--- src/rtl/grid_pkg.sv ---
// grid_pkg: cell encodings, FSM states and the cell-to-slice helper
// shared by the grid controller, win checker and display stage.
package grid_pkg;

    localparam logic [1:0] CELL_EMPTY = 2'b00;
    localparam logic [1:0] CELL_X     = 2'b01;
    localparam logic [1:0] CELL_O     = 2'b10;

    localparam logic [1:0] GS_PLAY = 2'b00;
    localparam logic [1:0] GS_BUSY = 2'b01;
    localparam logic [1:0] GS_WIN  = 2'b10;
    localparam logic [1:0] GS_DRAW = 2'b11;

    localparam logic [3:0] CURSOR_HOME = 4'd4;
    localparam logic [3:0] MOVES_FULL  = 4'd9;

    typedef enum logic [2:0] {
        ST_PLAY,
        ST_WAIT,
        ST_EVAL,
        ST_WIN,
        ST_DRAW
    } fsm_t;

    // Low bit of cell k; cell 0 (top-left) sits in the top bits.
    function automatic logic [4:0] cell_lsb(input logic [3:0] k);
        return 5'd16 - {k, 1'b0};
    endfunction

endpackage

--- src/rtl/grid_controller_if.sv ---
// grid_controller_if: button pulses, checker verdict and game outputs.
// btn_undo exists only when GRID_UNDO_EN is defined.
interface grid_controller_if;

`ifdef GRID_UNDO_EN
    logic        btn_undo;
`endif
    logic        btn_up;
    logic        btn_down;
    logic        btn_left;
    logic        btn_right;
    logic        btn_place;
    logic        new_game;
    logic        is_win;
    logic [17:0] grid_state;
    logic [3:0]  cursor;
    logic        turn;
    logic [1:0]  game_state;
    logic [1:0]  winner;
    logic [3:0]  move_count;
    logic        illegal;

    modport slave (
`ifdef GRID_UNDO_EN
        input  btn_undo,
`endif
        input  btn_up, btn_down, btn_left, btn_right,
        input  btn_place, new_game, is_win,
        output grid_state, cursor, turn, game_state,
        output winner, move_count, illegal
    );

    modport master (
`ifdef GRID_UNDO_EN
        output btn_undo,
`endif
        output btn_up, btn_down, btn_left, btn_right,
        output btn_place, new_game, is_win,
        input  grid_state, cursor, turn, game_state,
        input  winner, move_count, illegal
    );

endinterface

--- src/rtl/cursor_nav.sv ---
// cursor_nav: cursor register with row/column wrap and
// up > down > left > right priority among direction pulses.
module cursor_nav
    import grid_pkg::*;
(
    input  logic       clk,
    input  logic       reset_flag,
    input  logic       clear,
    input  logic       enable,
    input  logic       btn_up,
    input  logic       btn_down,
    input  logic       btn_left,
    input  logic       btn_right,
    input  logic       load,
    input  logic [3:0] load_cell,
    output logic [3:0] cursor
);

    logic       left_edge;
    logic       right_edge;
    logic [3:0] cursor_nxt;

    assign left_edge  = (cursor == 4'd0) || (cursor == 4'd3) ||
                        (cursor == 4'd6);
    assign right_edge = (cursor == 4'd2) || (cursor == 4'd5) ||
                        (cursor == 4'd8);

    always_comb begin
        cursor_nxt = cursor;
        if (clear) begin
            cursor_nxt = CURSOR_HOME;
        end else if (load) begin
            cursor_nxt = load_cell;
        end else if (enable) begin
            if (btn_up) begin
                cursor_nxt = (cursor < 4'd3) ? cursor + 4'd6
                                             : cursor - 4'd3;
            end else if (btn_down) begin
                cursor_nxt = (cursor > 4'd5) ? cursor - 4'd6
                                             : cursor + 4'd3;
            end else if (btn_left) begin
                cursor_nxt = left_edge ? cursor + 4'd2
                                       : cursor - 4'd1;
            end else if (btn_right) begin
                cursor_nxt = right_edge ? cursor - 4'd2
                                        : cursor + 4'd1;
            end
        end
    end

    always_ff @(posedge clk or posedge reset_flag) begin
        if (reset_flag) begin
            cursor <= CURSOR_HOME;
        end else begin
            cursor <= cursor_nxt;
        end
    end

endmodule

--- src/rtl/grid_controller.sv ---
// grid_controller: tic-tac-toe game-state owner (cursor, marks, turns).
// Define GRID_UNDO_EN to add a one-level undo of the last placement.
module grid_controller
    import grid_pkg::*;
(
    input  logic               clk,
    input  logic               reset_flag,
    grid_controller_if.slave   bus
);

    fsm_t        state;
    fsm_t        state_nxt;
    logic [17:0] grid;
    logic        turn;
    logic [1:0]  winner;
    logic [3:0]  moves;
    logic        illegal_q;
    logic [3:0]  cursor;
    logic [1:0]  mark;
    logic [1:0]  cur_cell;
    logic        btn_undo;
    logic        undo_ok;
    logic [3:0]  undo_cell;
    logic        do_place;
    logic        do_illegal;
    logic        do_toggle;
    logic        do_win;
    logic        do_undo;
    logic        nav_en;

    assign mark     = turn ? CELL_O : CELL_X;
    assign cur_cell = grid[cell_lsb(cursor) +: 2];

`ifdef GRID_UNDO_EN
    assign btn_undo = bus.btn_undo;

    always_ff @(posedge clk or posedge reset_flag) begin
        if (reset_flag) begin
            undo_ok   <= 1'b0;
            undo_cell <= 4'd0;
        end else if (bus.new_game) begin
            undo_ok   <= 1'b0;
            undo_cell <= 4'd0;
        end else if (do_place) begin
            undo_ok   <= 1'b1;
            undo_cell <= cursor;
        end else if (do_undo) begin
            undo_ok   <= 1'b0;
        end
    end
`else
    assign btn_undo  = 1'b0;
    assign undo_ok   = 1'b0;
    assign undo_cell = 4'd0;
`endif

    always_ff @(posedge clk or posedge reset_flag) begin
        if (reset_flag) begin
            state <= ST_PLAY;
        end else begin
            state <= state_nxt;
        end
    end

    // A place or undo pulse consumes the cycle; directions only otherwise.
    always_comb begin
        state_nxt  = state;
        do_place   = 1'b0;
        do_illegal = 1'b0;
        do_toggle  = 1'b0;
        do_win     = 1'b0;
        do_undo    = 1'b0;
        nav_en     = 1'b0;
        if (bus.new_game) begin
            state_nxt = ST_PLAY;
        end else begin
            unique case (state)
                ST_PLAY: begin
                    if (bus.btn_place) begin
                        if (cur_cell == CELL_EMPTY) begin
                            do_place  = 1'b1;
                            state_nxt = ST_WAIT;
                        end else begin
                            do_illegal = 1'b1;
                        end
                    end else if (btn_undo) begin
                        do_undo = undo_ok;
                    end else begin
                        nav_en = 1'b1;
                    end
                end
                ST_WAIT: state_nxt = ST_EVAL;
                ST_EVAL: begin
                    if (bus.is_win) begin
                        do_win    = 1'b1;
                        state_nxt = ST_WIN;
                    end else if (moves == MOVES_FULL) begin
                        state_nxt = ST_DRAW;
                    end else begin
                        do_toggle = 1'b1;
                        state_nxt = ST_PLAY;
                    end
                end
                default: state_nxt = state;
            endcase
        end
    end

    always_ff @(posedge clk or posedge reset_flag) begin
        if (reset_flag) begin
            grid      <= '0;
            turn      <= 1'b0;
            winner    <= CELL_EMPTY;
            moves     <= 4'd0;
            illegal_q <= 1'b0;
        end else if (bus.new_game) begin
            grid      <= '0;
            turn      <= 1'b0;
            winner    <= CELL_EMPTY;
            moves     <= 4'd0;
            illegal_q <= 1'b0;
        end else begin
            illegal_q <= do_illegal;
            if (do_place) begin
                grid[cell_lsb(cursor) +: 2] <= mark;
                moves <= moves + 4'd1;
            end
            if (do_undo) begin
                grid[cell_lsb(undo_cell) +: 2] <= CELL_EMPTY;
                moves <= moves - 4'd1;
            end
            if (do_toggle || do_undo) begin
                turn <= ~turn;
            end
            if (do_win) begin
                winner <= mark;
            end
        end
    end

    cursor_nav u_cursor_nav (
        .clk        (clk),
        .reset_flag (reset_flag),
        .clear      (bus.new_game),
        .enable     (nav_en),
        .btn_up     (bus.btn_up),
        .btn_down   (bus.btn_down),
        .btn_left   (bus.btn_left),
        .btn_right  (bus.btn_right),
        .load       (do_undo),
        .load_cell  (undo_cell),
        .cursor     (cursor)
    );

    always_comb begin
        unique case (state)
            ST_PLAY: bus.game_state = GS_PLAY;
            ST_WIN:  bus.game_state = GS_WIN;
            ST_DRAW: bus.game_state = GS_DRAW;
            default: bus.game_state = GS_BUSY;
        endcase
    end

    assign bus.grid_state = grid;
    assign bus.cursor     = cursor;
    assign bus.turn       = turn;
    assign bus.winner     = winner;
    assign bus.move_count = moves;
    assign bus.illegal    = illegal_q;

endmodule
--- src/flat_wrapper.sv ---
// flat-port wrapper written by rule: the top's interface ports become plain ports
module grid_controller_flat import grid_pkg::*;
  (clk, reset_flag, bus_btn_up, bus_btn_down, bus_btn_left, bus_btn_right, bus_btn_place, bus_new_game, bus_is_win, bus_grid_state, bus_cursor, bus_turn, bus_game_state, bus_winner, bus_move_count, bus_illegal);
  grid_controller_if bus_i ();
  input  logic clk;
  input  logic reset_flag;
  input wire logic [$bits(bus_i.btn_up)-1:0] bus_btn_up;
  input wire logic [$bits(bus_i.btn_down)-1:0] bus_btn_down;
  input wire logic [$bits(bus_i.btn_left)-1:0] bus_btn_left;
  input wire logic [$bits(bus_i.btn_right)-1:0] bus_btn_right;
  input wire logic [$bits(bus_i.btn_place)-1:0] bus_btn_place;
  input wire logic [$bits(bus_i.new_game)-1:0] bus_new_game;
  input wire logic [$bits(bus_i.is_win)-1:0] bus_is_win;
  output wire logic [$bits(bus_i.grid_state)-1:0] bus_grid_state;
  output wire logic [$bits(bus_i.cursor)-1:0] bus_cursor;
  output wire logic [$bits(bus_i.turn)-1:0] bus_turn;
  output wire logic [$bits(bus_i.game_state)-1:0] bus_game_state;
  output wire logic [$bits(bus_i.winner)-1:0] bus_winner;
  output wire logic [$bits(bus_i.move_count)-1:0] bus_move_count;
  output wire logic [$bits(bus_i.illegal)-1:0] bus_illegal;
  assign bus_i.btn_up = bus_btn_up;
  assign bus_i.btn_down = bus_btn_down;
  assign bus_i.btn_left = bus_btn_left;
  assign bus_i.btn_right = bus_btn_right;
  assign bus_i.btn_place = bus_btn_place;
  assign bus_i.new_game = bus_new_game;
  assign bus_i.is_win = bus_is_win;
  assign bus_grid_state = bus_i.grid_state;
  assign bus_cursor = bus_i.cursor;
  assign bus_turn = bus_i.turn;
  assign bus_game_state = bus_i.game_state;
  assign bus_winner = bus_i.winner;
  assign bus_move_count = bus_i.move_count;
  assign bus_illegal = bus_i.illegal;
  grid_controller u_core (.clk(clk), .reset_flag(reset_flag), .bus(bus_i));
endmodule
--- config.mk ---
export PLATFORM = sky130hd
export DESIGN_NAME = grid_controller_flat
export DESIGN_NICKNAME = d
export VERILOG_FILES = /design/src/rtl/grid_pkg.sv /design/src/rtl/grid_controller_if.sv /design/src/rtl/cursor_nav.sv /design/src/rtl/grid_controller.sv /design/src/flat_wrapper.sv
export SDC_FILE = /design/constraint.sdc
export NUM_CORES = 1
export LEC_CHECK = 0
export CAP_MARGIN = 30
export CORE_ASPECT_RATIO = 0.75
export CORE_MARGIN = 3
export CORE_UTILIZATION = 45
export CTS_CLUSTER_SIZE = 30
export DETAILED_ROUTE_END_ITERATION = 6
export PLACE_DENSITY = 0.73
export SYNTH_ARGS = -nofsm -noshare
export SYNTH_HDL_FRONTEND = slang
export SYNTH_SLANG_ARGS = --single-unit
--- constraint.sdc ---
create_clock -name clk -period 4.2 [get_ports clk]
set_input_delay 0.42 -clock clk [delete_from_list [all_inputs] [get_ports clk]]
set_output_delay 0.42 -clock clk [all_outputs]
set_load 0.01 [all_outputs]
Word-level counts from Yosys, hierarchy flattened
Cells that the tools add are included.
{ "word_totals": {"ff_bits": 33, "word_cells": 96, "input_bits": 9} }
{ "op_classes": {"eq_ne": 12, "magnitude_cmp": 2, "mux": 45, "n_reduce_logical": 15, "bitwise": 1, "n_addsub": 11, "n_shift": 3} }
{ "ops": {"columns": ["cell", "count"], "rows": [
  ["4-bit 2-to-1 mux", 12],
  ["18-bit 2-to-1 mux", 2],
  ["1-bit 2-to-1 mux", 20],
  ["18-bit bitwise mux", 1],
  ["2-bit by 7-bit variable shift with 18-bit output (first input constant)", 1],
  ["18-bit by 6-bit indexed part select with 2-bit output", 1],
  ["2-bit by 7-bit indexed part select with 18-bit output", 1],
  ["3-bit 2-to-1 mux", 5],
  ["3-bit one-hot mux with 3 select lines", 1],
  ["4-bit by 1-bit adder with 4-bit output (second input constant)", 2],
  ["4-bit by 2-bit adder with 4-bit output (second input constant)", 2],
  ["4-bit by 2-bit equality test with 1-bit output (second input constant)", 2],
  ["4-bit by 3-bit equality test with 1-bit output (second input constant)", 2],
  ["4-bit equality test (second input constant)", 2],
  ["2-bit nonzero test", 4],
  ["4-bit by 2-bit subtractor with 4-bit output (second input constant)", 2],
  ["5-bit negator with 7-bit output", 1],
  ["3-bit by 2-bit equality test with 1-bit output (second input constant)", 2],
  ["2-bit 2-to-1 mux", 3],
  ["2-bit one-hot mux with 3 select lines", 1],
  ["5-bit nonzero test", 1],
  ["5-bit subtractor (first input constant)", 1],
  ["4-bit by 3-bit adder with 4-bit output (second input constant)", 1],
  ["4-bit by 3-bit greater-than comparator with 1-bit output (second input constant)", 1],
  ["15 further kinds", 18]
]} }

Depth between registers and ports, before layout
Gate-level depths: netlist of run 1.
{ "logic_depth": {"depth_word": 10, "depth_mapped": 11, "ltp_nobuf": 8} }

By module
Synthesis of run 1 repeated with hierarchy kept, for this count alone.
{ "hier_totals": {"hier_cells": 325, "area_unflattened_um2": 2777.7} }
{ "modules_own_cells": {"columns": ["module", "instances", "seq_area_each_um2", "area_per_inst_um2", "cells_each"], "rows": [
  ["grid_controller", 1, 725.7, 1904.3, 212],
  ["cursor_nav", 1, 101.3, 873.3, 113]
]} }

Worst setup path after synthesis of run 1
OpenSTA, ideal clock, no wires.
{ "synth_path": {"kind": "reg-to-reg", "from": "register u_core.u_cursor_nav.cursor[0]", "to": "register u_core.grid[14], in the netlist u_core.bus.grid_state[14]", "stages_incl_launch_ff": 10, "path_slack_ns": 1.161, "t_arrival_ns": 2.961, "path_cell_list": "dfrtp_1 > clkbuf_1 > inv_1 > ha_1 > clkbuf_1 > mux4_2 > a311o_1 > o311a_2 > or4_1 > a21oi_1"} }
{ "synth_via": {"elab_chain_len": 8, "elab_cells_between_ends": 14, "classes_between": "add/sub: 2; shift: 3; mux: 7; reduce/logical: 2"} }
{ "synth_lines": {"columns": ["item", "line", "text"], "rows": [
  ["start: declaration", "cursor_nav.sv:16", "output logic [3:0] cursor"],
  ["start signal: assignment", "cursor_nav.sv:55", "cursor <= cursor_nxt;"],
  ["5-bit subtractor *", "grid_pkg.sv:27", "return 5'd16 - {k, 1'b0};"],
  ["18-bit by 6-bit indexed part select with 2-bit output", "grid_controller.sv:32", "assign cur_cell = grid[cell_lsb(cursor) +: 2];"],
  ["2-bit logical NOT", "grid_controller.sv:80", "if (cur_cell == CELL_EMPTY) begin"],
  ["1-bit 2-to-1 mux", "grid_controller.sv:80", null],
  ["1-bit 2-to-1 mux", "grid_controller.sv:79", "if (bus.btn_place) begin"],
  ["1-bit 2-to-1 mux", "grid_controller.sv:77", "unique case (state)"],
  ["1-bit 2-to-1 mux", "grid_controller.sv:74", "if (bus.new_game) begin"],
  ["2-bit nonzero test (no line)", null, null],
  ["end signal: indexed assignment", "grid_controller.sv:125", "grid[cell_lsb(cursor) +: 2] <= mark;"],
  ["end: declaration", "grid_controller.sv:13", "logic [17:0] grid;"]
]} }
Mark *: on every way between the ends. The rest lies on a longest branch, timed or not. The select of a mux whose other input is x is not followed.
A chain may end at the register's enable or synchronous reset.

Worst setup path after layout of run 1
{ "layout_path": {"from": "register u_core.u_cursor_nav.cursor[1]", "to": "register u_core.grid[3], in the netlist u_core.bus.grid_state[3]"} }
The elaborated chain is that of the path after synthesis.

==> results.yml, run 1 <==
routing:
  drtIter0Drc: 378
  ant_nets: 0
  dr_total_vias: 2502
  dr.pass1.iters: 7
  wirelength_um: 7120
  viasPerCell: 6.13
  routedWlPerCell_um: 17.5
  drc: 1
sta:
  tightest_slew_ns: 0.747
  relSlewSlack_pct: 50.2
  max_freq_mhz: 282
  setup_viol: 0
  post-route-period-util_pct: 84.4
  worst_clock_skew_ns: 0.00698
  fin_crit_ns: 3.54
  rsz0062_at_grt: "false"
  timing.final.hold_violations: 0
  whs_ns: 0.518
  maxSlewViolCount: 0
  fin_tns_setup_ns: 0
clock_tree:
  cts_resized: 0
  clock-sinks: 33
  cts_hold_buf: 0
  path_clk_slew_ns: 0.07
  tritoncts: "done"
  root_buffer: "clkbuf_8"
  postCtsSetupBuffers: 0
  cts_buffers: 5
  clk-insertion-delay-late_ns: 0.30
  clk_path_buf_depth: 2
  htree_levels: 2
synth:
  seq_area_frac_synth_pct: 32.7
  synth_cell_types: 54
  synth_most_common_cell: "dfrtp_1"
  synth.ff_latch_count: 33
  synth_edf_count: 0
  ys_warn_count: 0
  synthTopCellsByArea: "dfrtp_1 32%, ha_1 6.4%, mux2i_1 4.7%, nand2b_1 4.7%, a21oi_1 4.3%"
  synth_common_cells: "32 x dfrtp_1, 22 x a21oi_1, 22 x nor2_1, 19 x nand2_1, 19 x nand2b_1"
  synth_top_cell_by_area: "dfrtp_1"
  synth-main-ff-cell: "dfrtp_1"
  synth_area_per_cell_um2: 8.38
  yosysTopAreaCellShare_pct: 31.6
  syn_nets: 324
  syn_area_um2: 2530
  synth_cells: 302
  async_flop_share_pct: 100
grt:
  antenna_found_initial: 0
  grt_pass1_vias: 2266
  grt_usage_pct: 22.4
  grt_first_pass_wirelength_um: 11600
  grt_max_degree: 39
  overflow: 0
power:
  pwr-share-comb_pct: 65.6
  switchingPower_w: 0.000951
  p_total_w: 0.00193
  vdd_drop_max_mv: 0.423
  p_seq_share_pct: 22.4
  p_per_area_nw_per_um2: 629
  p_clk_share_pct: 12.0
  intPower_w: 0.000982
  leakagePower_nw: 1.23
  p_sw_share_pct: 49.2
floorplanning:
  die-area_um2: 6570
  core-area_um2: 5150
  rows: 22
  die_w_um: 92.6
  io_pins: 41
  start_util_pct: 49.2
  die_h_um: 71.0
final_layout:
  n_fill_cell: 478
  finish.net_count: 357
  design_area_um2: 3070
  drive_gt1_share_pct: 7.14
  area_delta_synth_final_pct: 21.4
  antenna_cells: 0
critical_path:
  crit_fanout: 15
  worst-setup-path-type: "reg2reg"
  crit_start: "u_core.u_cursor_nav.cursor[1]"
  critPathArrivalTime_ns: 3.74
  worst_ep_required_time_ns: 4.39
  crit_path_end_kind: "register"
  start_kind: "register"
  timing.rr.start: "u_core.u_cursor_nav.cursor[1]"
placement:
  numPortBuffers: 40
  placedInstanceArea_um2: 2990
  dp_hpwl_um: 5140
  gp_congestion: 0.951
min_path:
  hold_path_class: "in2async"
run_status:
  outcome: "finished, violations left"
  violations: "DRC"
job:
  maxCapViolations: 0
placed cells by master (no fill, tap or decap), types with 12 or more instances in the layout:
cell type	Yosys	routed
dfrtp_1	32	32
mux2i_1	12	12
clkdlybuf4s50_1	0	40
a21oi_1	22	22
inv_1	12	12
nand2b_1	19	19
nand2_1	19	19
o21ai_0	17	17
ha_1	13	13
nor2_1	22	22
stage by stage:
stage	std cells	setup WS (ns)	utilization, %
finish	408	0.657	59.7
global route	408	0.356	59.7
CTS	408	0.740	59.7
detailed placement	400	0.774	58.1
global placement	400	0.978	58.1
floorplan	302	1.16	-
path summary, 6_finish.rpt:
path	endpoint	slack (ns)	depth (start not counted)
setup / recovery	u_core.bus.grid_state[3]	0.66	10
hold / removal	u_core.state[1]	0.52	3
setup reg to reg	u_core.bus.grid_state[3]	0.66	10
hold reg to reg	u_core.bus.winner[1]	0.53	2
max in group asynchronous	u_core.u_cursor_nav.cursor[2]	3.35	3
min in group clk	u_core.bus.winner[1]	0.53	2
final cells by class:
type	instances	area, um2	share of cell area [%]
Multi-Input combinational cell	236	1580	51.4
Sequential cell	33	827	26.9
Timing Repair Buffer	46	445	14.5
Tap cell	72	90.1	2.93
Clock buffer	6	72.6	2.36
Inverter	13	48.8	1.59
Clock inverter	2	10.0	0.326
flip-flops by register name, indices dropped and copies added, names as in the netlist:
signal                      cells
u_core.bus.turn                 1
u_core.state                    3
u_core.bus.winner               2
u_core.bus.move_count           4
u_core.bus.grid_state          18
u_core.bus.illegal              1
u_core.u_cursor_nav.cursor      4
critical path, cell delays in order, from the launching register on:
cell      delay, ns
dfrtp_1        0.55
inv_1          0.22
ha_1           0.45
buf_4          0.24
or3_1          0.40
nand3_1        0.10
a21oi_1        0.09
o311ai_1       0.65
buf_4          0.27
nand2_1        0.16
o32ai_1        0.32
metal layers:
| metal | wire length (um) | vias to the layer above | global-route usage, % | share of wire, % |
|---|---|---|---|---|
| met5 | 0 | - | 0 | 0 |
| met2 | 2970 | 105 | 28.8 | 42 |
| li1 | - | 1171 | - | - |
| met3 | 567 | 9 | 5.63 | 8.0 |
| met4 | 91 | 0 | 7.25 | 1.3 |
| met1 | 3490 | 1217 | 35.7 | 49 |
power groups by stage:
stage / registers (W) / logic [W] / clock network (W)
after floorplan: 0.000437 / 0.000881 / 0
after global placement: 0.000436 / 0.00121 / 0
after detailed placement: 0.000438 / 0.00124 / 0
after CTS: 0.000432 / 0.00124 / 0.000237
after global routing: 0.000443 / 0.00138 / 0.000250
final: 0.000434 / 0.00127 / 0.000232
cell families after synthesis:
| logic type | after synthesis | synth area share (%) |
|---|---|---|
| buffers and inverters | 33 | 4.99 |
| AO/OA/AOI/OAI | 84 | 22.3 |
| adder cells (fa/ha/maj) | 13 | 6.43 |
| XOR/XNOR | 8 | 2.77 |
| flip-flops | 33 | 32.7 |
| AND/OR/NAND/NOR | 116 | 24.3 |
| multiplexers | 15 | 6.53 |
(Power assumes the default switching activity.)
==> inputs of run 2 (changes only) <==
==> constraint.sdc (replaced) <==
create_clock -name clk -period 3.5 [get_ports clk]
set_input_delay 0.35 -clock clk [delete_from_list [all_inputs] [get_ports clk]]
set_output_delay 0.35 -clock clk [all_outputs]
set_load 0.01 [all_outputs]
==> run 2 against run 1 <==
Compared with the run above: the flow now finishes without violations; count of clock-buffer cells in the layout up 2; utilization up 1.0 points; first-iteration DRC count down 23%; clock skew up 0.00056 ns; clock power up 28%; total power up 23%; sequential share of layout area down 0.45 points; via count down 0.80%; critical endpoint unchanged; largest cell class unchanged.
==> results.yml, run 2 (same netlist as run 1, synthesis figures left out) <==
critical_path:
  crit_path_end_kind: "register"
  worst_ep_required_time_ns: 3.68
  rr_worst_depth: 9
  start_kind: "register"
  worst-setup-path-type: "reg2reg"
  crit_fanout: 12
  r2r_slack_ns: 0.46
  reg2reg_to: "u_core.bus.grid_state[3]"
  crit_start: "u_core.u_cursor_nav.cursor[2]"
  critPathArrivalTime_ns: 3.22
  worstSetupEndpoint: "u_core.bus.grid_state[3]"
  timing.rr.start: "u_core.u_cursor_nav.cursor[2]"
routing:
  ant_nets: 0
  wirelength_um: 7020
  dr.pass1.iters: 5
  routedWlPerCell_um: 16.9
  drtIter0Drc: 292
  dr_total_vias: 2482
  viasPerCell: 6.00
  drc: 0
clock_tree:
  tritoncts: "done"
  cts_resized: 0
  clock-sinks: 33
  clk-insertion-delay-late_ns: 0.29
  clk_path_buf_depth: 2
  htree_levels: 2
  cts_buffers: 5
  cts_hold_buf: 0
  postCtsSetupBuffers: 0
  path_clk_slew_ns: 0.07
  root_buffer: "clkbuf_8"
placement:
  numPortBuffers: 40
  dp_hpwl_um: 5170
  gp_congestion: 0.908
  pre_cts_ws_ns: 0.523
sta:
  maxSlewViolCount: 0
  fin_tns_setup_ns: 0
  worst_clock_skew_ns: 0.00754
  relSlewSlack_pct: 54.0
  timing.final.hold_violations: 0
  max_freq_mhz: 329
  post-route-period-util_pct: 86.8
  tightest_slew_ns: 0.680
  setup_slack_ns: 0.462
  setup_viol: 0
  whs_ns: 0.385
  fin_crit_ns: 3.04
  rsz0062_at_grt: "false"
floorplanning:
  die-area_um2: 6570
  die_h_um: 71.0
  start_util_pct: 49.2
  rows: 22
  io_pins: 41
  core-area_um2: 5150
  die_w_um: 92.6
power:
  leakagePower_nw: 1.27
  vdd_drop_max_mv: 0.406
  p_total_w: 0.00237
  p_per_area_nw_per_um2: 758
grt:
  grt_first_pass_wirelength_um: 11500
  grt_pass1_vias: 2187
  antenna_found_initial: 0
  grt_usage_pct: 21.8
  grt_max_degree: 29
  overflow: 0
final_layout:
  final_common_cell: "clkdlybuf4s50_1"
  layout_common_cells: "40 x clkdlybuf4s50_1, 32 x dfrtp_1, 22 x nor2_1, 22 x a21oi_1"
  largest_reg_flops: 18
  drive_gt1_share_pct: 8.48
  antenna_cells: 0
  area_delta_synth_final_pct: 23.4
  n_fill_cell: 458
  finish.net_count: 363
run_status:
  outcome: "completed"
job:
  maxCapViolations: 0
min_path:
  hold_path_class: "in2async"
-- run 2: per-layer routing --
metal	track usage, %	part of all wire, %	routed length (um)	up-vias
li1	-	-	-	1183
met1	36.7	51	3570	1170
met2	27.5	40	2800	124
met3	5.31	8.8	614	5
met4	3.62	0.44	31	0
met5	0	0	0	-
-- run 2: layout make-up --
class	count	area (um2)	area share, %
clock buffer	8	90.1	2.88
inverter	13	48.8	1.56
multi-input combinational	236	1580	50.5
sequential	33	827	26.5
tap	72	90.1	2.88
timing repair buffer	52	490	15.7
-- run 2: worst max-delay path, stage by stage (launching register included) --
cell	delay [ns]
dfstp_2	0.37
inv_1	0.20
ha_1	0.48
nand2b_1	0.19
or4_1	0.44
a311o_1	0.34
o311ai_1	0.21
buf_4	0.26
nand2_1	0.15
o32ai_1	0.30
-- run 2: stage by stage --
step           utilization, %  area (um2)  std cells
6_report                 60.7        3120        414
3_5_place_dp             58.9        3030        406
5_1_grt                  60.7        3120        414
3_3_place_gp             58.9        3030        406
4_1_cts                  60.7        3120        414
2_1_floorplan               -        2530        302
-- run 2: report_power, final --
group / internal, W / switching, W
clock network: 0.000160 / 0.000137
logic: 0.000636 / 0.000942
registers: 0.000436 / 0.0000576
-- run 2: worst min-delay path by stage --
stage,startpoint,endpoint,depth (start not counted)
final,reset_flag,u_core.state[1],2
after global routing,reset_flag,u_core.bus.grid_state[9],2
after CTS,reset_flag,u_core.state[1],2
after detailed placement,u_core.bus.winner[1],u_core.bus.winner[1],2
after global placement,u_core.bus.winner[1],u_core.bus.winner[1],2
after floorplan,reset_flag,u_core.bus.grid_state[0],1
==> inputs of run 3 (changes only) <==
--- a/config.mk
+++ b/config.mk
@@ -5,12 +5,13 @@
 export SDC_FILE = /design/constraint.sdc
 export NUM_CORES = 1
 export LEC_CHECK = 0
-export CAP_MARGIN = 30
+export CAP_MARGIN = 40
 export CORE_ASPECT_RATIO = 0.75
 export CORE_MARGIN = 3
 export CORE_UTILIZATION = 45
 export CTS_CLUSTER_SIZE = 30
 export DETAILED_ROUTE_END_ITERATION = 6
+export MAX_ROUTING_LAYER = met4
 export PLACE_DENSITY = 0.73
 export SYNTH_ARGS = -nofsm -noshare
 export SYNTH_HDL_FRONTEND = slang
==> run 3 against run 2 <==
Compared with the run above: total power down 0.27%; worst hold slack better by 0.014 ns; global-route usage up 0.82 points; wire length up 1.2%; worst setup slack better by 0.024 ns; via count up 1.2%; sequential share of layout area up 0.064 points; critical endpoint is now u_core.bus.grid_state[14].
==> results.yml, run 3 (same netlist as run 1, synthesis figures left out) <==
floorplanning:
  die-area_um2: 6570
  die_w_um: 92.6
  rows: 22
  die_h_um: 71.0
  start_util_pct: 49.2
  io_pins: 41
  core-area_um2: 5150
final_layout:
  largest_reg_flops: 18
  antenna_cells: 0
  layout_common_cells: "40 x clkdlybuf4s50_1, 32 x dfrtp_1, 22 x nor2_1, 22 x a21oi_1"
  final_common_cell: "clkdlybuf4s50_1"
  finish.net_count: 363
  design_area_um2: 3120
  post-route-util_pct: 60.5
  area_delta_synth_final_pct: 23.1
  drive_gt1_share_pct: 8.77
  n_fill_cell: 471
routing:
  drtIter0Drc: 283
  wirelength_um: 7100
  ant_nets: 0
  drc: 0
  dr_total_vias: 2512
  viasPerCell: 6.07
  dr.pass1.iters: 5
  routedWlPerCell_um: 17.2
grt:
  antenna_found_initial: 0
  grt_first_pass_wirelength_um: 11500
  grt_pass1_vias: 2201
  overflow: 0
  grt_max_degree: 29
  grt_usage_pct: 22.6
sta:
  relSlewSlack_pct: 55.2
  max_freq_mhz: 332
  worst_clock_skew_ns: 0.00641
  fin_crit_ns: 3.01
  maxSlewViolCount: 0
  fin_tns_setup_ns: 0
  timing.final.hold_violations: 0
  tightest_slew_ns: 0.662
  whs_ns: 0.399
  rsz0062_at_grt: "false"
  post-route-period-util_pct: 86.1
  setup_slack_ns: 0.487
  setup_viol: 0
critical_path:
  crit_slowest_cell: "or4_1"
  worst-setup-path-type: "reg2reg"
  crit_fanout: 16
  worst_ep_required_time_ns: 3.71
  path_cells: "inv_1 > ha_1 > nand2b_1 > or4_1 > a311o_1 > o311a_2 > or4_1 > a21oi_1"
  start_kind: "register"
  crit_path_end_kind: "register"
  critPathArrivalTime_ns: 3.23
  cpMostUsedCell: "or4_1"
  cp.buffers_inverters: 1
  cpPeakStageDelay_ns: 0.53
  cp_top_family: "simple AND/OR/NAND/NOR gates"
clock_tree:
  clk-insertion-delay-late_ns: 0.29
  tritoncts: "done"
  htree_levels: 2
  path_clk_slew_ns: 0.07
  postCtsSetupBuffers: 0
  cts_resized: 0
  cts_buffers: 5
  clk_path_buf_depth: 2
  root_buffer: "clkbuf_8"
  cts_hold_buf: 0
  clock-sinks: 33
power:
  vdd_drop_max_mv: 0.351
  leakagePower_nw: 1.26
  p_per_area_nw_per_um2: 758
placement:
  gp_congestion: 0.914
  pre_cts_ws_ns: 0.547
  numPortBuffers: 40
  placedInstanceArea_um2: 3030
  dp_hpwl_um: 5170
run_status:
  outcome: "completed"
min_path:
  hold_path_class: "in2async"
job:
  maxCapViolations: 0
-- run 3: final timing paths --
path	from	to	slack (ns)	depth (start not counted)
min	reset_flag	u_core.bus.grid_state[9]	0.40	2
max reg2reg	u_core.u_cursor_nav.cursor[2]	u_core.bus.grid_state[14]	0.49	8
min in group clk	u_core.bus.winner[1]	u_core.bus.winner[1]	0.53	2
max	u_core.u_cursor_nav.cursor[2]	u_core.bus.grid_state[14]	0.49	8
max in group asynchronous	reset_flag	u_core.u_cursor_nav.cursor[2]	2.37	3
min reg2reg	u_core.bus.winner[1]	u_core.bus.winner[1]	0.53	2
-- run 3: worst reg2reg max path: stages (launching register included) --
cell and delay [ns]:
dfstp_2 0.37, inv_1 0.21, ha_1 0.46, nand2b_1 0.19, or4_1 0.44, a311o_1 0.35, o311a_2 0.24, or4_1 0.53
a21oi_1 0.16
-- run 3: cell type report --
type	count	area, um2	area share, %
Clock buffer	6	72.6	2.33
Clock inverter	2	10.0	0.321
Inverter	13	48.8	1.57
Multi-Input combinational cell	236	1580	50.6
Sequential cell	33	827	26.5
Tap cell	72	90.1	2.89
Timing Repair Buffer	52	490	15.7
-- run 3: stage by stage --
step                total power [W]  cells
detailed placement          0.00205    406
global route                0.00253    414
global placement            0.00203    406
finish                      0.00236    414
floorplan                   0.00158    302
CTS                         0.00234    414
-- run 3: power by group --
| part | switching (W) | total [W] | internal [W] | leakage [nW] |
|---|---|---|---|---|
| clock | 0.000139 | 0.000276 | 0.000138 | 0.0450 |
| sequential | 0.0000581 | 0.000494 | 0.000436 | 0.453 |
| combinational | 0.000956 | 0.00159 | 0.000635 | 0.767 |
| total | 0.00115 | 0.00236 | 0.00121 | 1.26 |
-- run 3: metal layers --
layer,track usage (%),wire [um]
met3,4.25,550
met4,4.78,44
met2,28.6,2860
met5,-,0
met1,36.3,3650
